===== src/rtl/cover_toggle_sink.sv =====
// cover_toggle_sink: de-duplicates toggle cover strobes and streams first-hit cover indices
module cover_toggle_sink #(
    parameter int              LANES       = 4,
    parameter longint unsigned COVER_INDEX = 0,
    parameter longint unsigned COVER_TOTAL = 10906,
    parameter int              CNT_W       = 16
) (
    input  logic             clock,
    input  logic             reset,
    input  logic [LANES-1:0] valid,
    input  logic             clear,
    output logic             out_valid,
    input  logic             out_ready,
    output logic [63:0]      out_index,
    output logic [CNT_W-1:0] hit_count,
    output logic             all_hit
);
    localparam int IDX_W = LANES > 1 ? $clog2(LANES) : 1;
    localparam int SW = CNT_W + 8;
    typedef enum logic {IDLE, HOLD} state_t;
    state_t state, state_n;
    logic [LANES-1:0] seen, pending, newhit, take;
    logic [IDX_W-1:0] low_idx;
    logic [6:0] inc;
    logic [SW-1:0] sum;
    logic [63:0] index_n;
    logic load;
    always_comb begin
        newhit = valid & ~seen;
        low_idx = '0;
        for (int k = LANES - 1; k >= 0; k--) low_idx = pending[k] ? IDX_W'(k) : low_idx;
        inc = '0;
        for (int k = 0; k < LANES; k++) inc = inc + 7'(newhit[k]);
        sum = SW'(hit_count) + SW'(inc);
        load = !clear && (state == IDLE || out_ready);
        take = '0;
        state_n = state;
        index_n = out_index;
        if (load) begin
            state_n = |pending ? HOLD : IDLE;
            index_n = |pending ? COVER_INDEX + 64'(low_idx) : out_index;
            take[low_idx] = |pending;
        end
    end
    always_ff @(posedge clock) begin
        if (reset) begin
            state     <= IDLE;
            out_index <= '0;
            seen      <= '0;
            pending   <= '0;
            hit_count <= '0;
            all_hit   <= 1'b0;
        end else begin
            state     <= state_n;
            out_index <= index_n;
            seen      <= clear ? '0 : seen | valid;
            pending   <= clear ? '0 : (pending & ~take) | newhit;
            hit_count <= clear ? '0 : (sum > SW'({CNT_W{1'b1}}) ? '1 : sum[CNT_W-1:0]);
            all_hit   <= clear ? 1'b0 : &(seen | valid);
        end
    end
    assign out_valid = state == HOLD;
    assert property (@(posedge clock) disable iff (reset) out_valid |-> out_index < COVER_TOTAL);
endmodule


===== config.mk =====
export PLATFORM = sky130hd
export DESIGN_NAME = cover_toggle_sink
export DESIGN_NICKNAME = d
export VERILOG_FILES = /design/src/rtl/cover_toggle_sink.sv
export SDC_FILE = /design/constraint.sdc
export NUM_CORES = 1
export LEC_CHECK = 0
export BUFFER_PORTS_ARGS = -buffer_cell sky130_fd_sc_hd__buf_2
export CORE_MARGIN = 5
export CORE_UTILIZATION = 45
export CTS_BUF_LIST = sky130_fd_sc_hd__clkbuf_4 sky130_fd_sc_hd__clkbuf_8 sky130_fd_sc_hd__clkbuf_16
export CTS_CLUSTER_DIAMETER = 150
export DETAILED_ROUTE_END_ITERATION = 16
export GPL_TIMING_DRIVEN = 0
export PLACE_DENSITY = 0.8
export SYNTH_ARGS = -nofsm -noshare
export SYNTH_HDL_FRONTEND = slang
export SYNTH_SLANG_ARGS = --single-unit
export TNS_END_PERCENT = 1

===== constraint.sdc =====
create_clock -name clock -period 3.6 [get_ports clock]
set_clock_uncertainty 0.05 [all_clocks]
set_input_delay 0.18 -clock clock [delete_from_list [all_inputs] [get_ports clock]]
set_output_delay 0.18 -clock clock [all_outputs]
set_load 0.02 [all_outputs]

==> impl_metrics.toml <==
[run_status]
status = "complete, no violations"

[synthesis]
yosysTopAreaCellShare_pct = 32.4
ys.flop_type = "dfxtp_1"
synth_largest_area_cell = "dfxtp_1"
ys.warnings.count = 0
netlist_area_um2 = 1730
synth-seq-cells = 28
synth_area_per_cell_um2 = 8.73
ys_seq_area_share_pct = 32.4
async_reset_ff_share_pct = 0
synth_area_leaders = "dfxtp_1 (32%), buf_4 (27%), a21oi_1 (5.5%)"
syn_inst = 198
ys_types = 39
synthMostInstantiatedCell = "buf_4"
synth_common_cells = "buf_4 (62), dfxtp_1 (28), a21oi_1 (19), nor2_1 (13)"
synth_edf_count = 0

[final_layout]
nets = 303
syn2layout_area_growth_pct = 28.7
fillers = 354
antennaDiodeCount = 0
ff_latch_area_um2 = 561
multi_input_area_um2 = 875
finalNonFillerCells = 338
layout-drive-gt1-share_pct = 34.5

[clocking]
clock-sinks = 28
ctsHoldBuffers = 0
clk_pin_slew_ps = 90
cts_tree = "yes"
clk_path_buf_depth = 2
cts_resized = 0
clk_latency_ps = 270
cts_setup_buffers = 0
cts_root_buf = "clkbuf_8"
cts_buffers = 3
htreeDepth = 1

[setup_path]
cpPeakStageDelay_ps = 500
reg2reg_depth = 9
worst_setup_path_start_kind = "flop"
critPathKind = "reg -> reg"
crit_family = "adder cells"
cp-end-kind = "flop"
cp_slowest_cell = "fa_1"
crit_start = "seen[0]$_SDFF_PP0_"
timing.rr.start = "seen[0]$_SDFF_PP0_"
cp_max_fo = 9
arrival_ps = 2870
worst-path-buf-inv = 2
cp_num_cells = 9
worstPathRequired_ps = 3760
path_common_cell = "fa_1"
crit_chain = "nand2b_1 -> fa_1 -> fa_1 -> inv_1 -> fa_1 -> and4_1 -> buf_2 -> nand4_1 -> a21oi_1"

[die]
pin_count = 90
start_util_pct = 46.9
die_w_um = 72.0
core_um2 = 3690
die_area_um2 = 5180
rows = 22
chipHeight_um = 72.0

[run]
drv_cap = 0

[drt]
drtIter0Drc = 37
antenna_left = 0
wl_um = 3280
vias = 1373
drt-vias-per-instance = 4.06
firstDrtPassIters = 4
wl_per_cell_um = 9.71
drc = 0

[sta]
rsz0062_at_grt = "no"
tns_ps = 0
setup_viol_count_final = 0
fmax_ghz = 0.369
slew_violations = 0
min_period_ps = 2710
finalCritPeriodShare_pct = 75.3
hold_viol = 0

[power_and_ir_drop]
max-vdd-ir-drop_v = 0.000196
power.static_leakage_nw = 1.17
pwr_density_cell_nw_per_um2 = 343
power_w = 0.000763

[placement]
portBuffers = 27
gp_congestion = 0.821
dp_hpwl_um = 2690
place_inst = 334

[worst_hold_path]
hp-class = "in -> reg"
whs_path_depth = 2
hp-start = "reset"

[global_route]
first_global_vias = 1239
antenna_found_initial = 0
grt_max_degree = 17
grt_use_total_pct = 12.3
grt_pass1_wl_um = 5280
grt_overflow = 0
-- final cells by class --
cell class                 instances  share of cell area [%]
inverter                           8                    1.35
timing repair buffer              27                    6.07
tap                               48                    2.70
buffer                            67                    22.2
clock inverter                     1                    1.35
clock buffer                       3                    1.86
sequential                        28                    25.2
multi-input combinational        156                    39.3
-- logic make-up (layout without fill, tap and decap cells) --
group / count (synthesis) / in the layout / share of synthesized area (%)
adder cells (fa/ha/maj): 4 / 4 / 4.20
flip-flops: 28 / 28 / 32.4
XOR/XNOR: 10 / 10 / 5.07
buffers and inverters: 75 / 106 / 30.2
AND/OR/NAND/NOR: 43 / 43 / 14.5
AO/OA/AOI/OAI: 36 / 36 / 12.8
multiplexers: 1 / 1 / 0.579
other: 1 / 62 / 0.217
-- flip-flops by register name (all words and copies together) (netlist names) --
register	flops
all_hit	1
hit_count	16
out_index	2
out_valid	1
pending	4
seen	4
-- placed cells by master, fill, tap and decap left out, types with 4 or more instances in the layout --
cell type,Yosys,layout
xor2_1,8,8
a21oi_1,19,19
inv_1,8,8
buf_4,62,62
nor2_1,13,13
conb_1,1,62
nand2b_1,4,4
nand4_1,4,4
and4_1,4,4
buf_2,1,28
dfxtp_1,28,28
-- where the power goes --
group	switching [W]	total, W	internal, W
Sequential	0.00000844	0.000329	0.000320
Combinational	0.000112	0.000187	0.0000751
Clock	0.0000983	0.000247	0.000149
-- per-layer routing --
metal	part of all wire [%]	track usage (%)	vias to the layer above
met5	0	0	-
met4	1.2	5.01	0
met3	8.6	2.63	6
met2	48	21.2	59
met1	42	14.8	578
li1	-	-	730
-- path summary, 6_finish.rpt --
| kind | endpoint | slack (ps) |
|---|---|---|
| min | out_valid$_SDFFE_PP0P_ | 40 |
| max reg2reg | hit_count[7]$_SDFF_PP0_ | 890 |
| min reg2reg | out_index[0]$_SDFFE_PP0P_ | 410 |
| max | hit_count[7]$_SDFF_PP0_ | 890 |
-- worst register-to-register path, delay by kind of cell, from the launching register on --
kind / cells / cell delay [ps]
and+or+nand+nor: 3 / 590
buffers and inverters: 2 / 290
AOI/OAI and AO/OA: 1 / 190
DFF: 1 / 320
adders and majority gates: 3 / 1190
-- through the flow --
stage | utilization [%] | hold WS (ps) | cell area [µm²] | setup WS, ps
global placement | 58.4 | 340 | 2150 | 982
floorplan | - | 202 | 1960 | 1020
detailed placement | 58.4 | 336 | 2150 | 922
global route | 60.3 | 31.2 | 2220 | 694
finish | 60.3 | 43.4 | 2220 | 889
CTS | 60.3 | 39.3 | 2220 | 886
No activity file was read; power rests on OpenSTA's default activity.
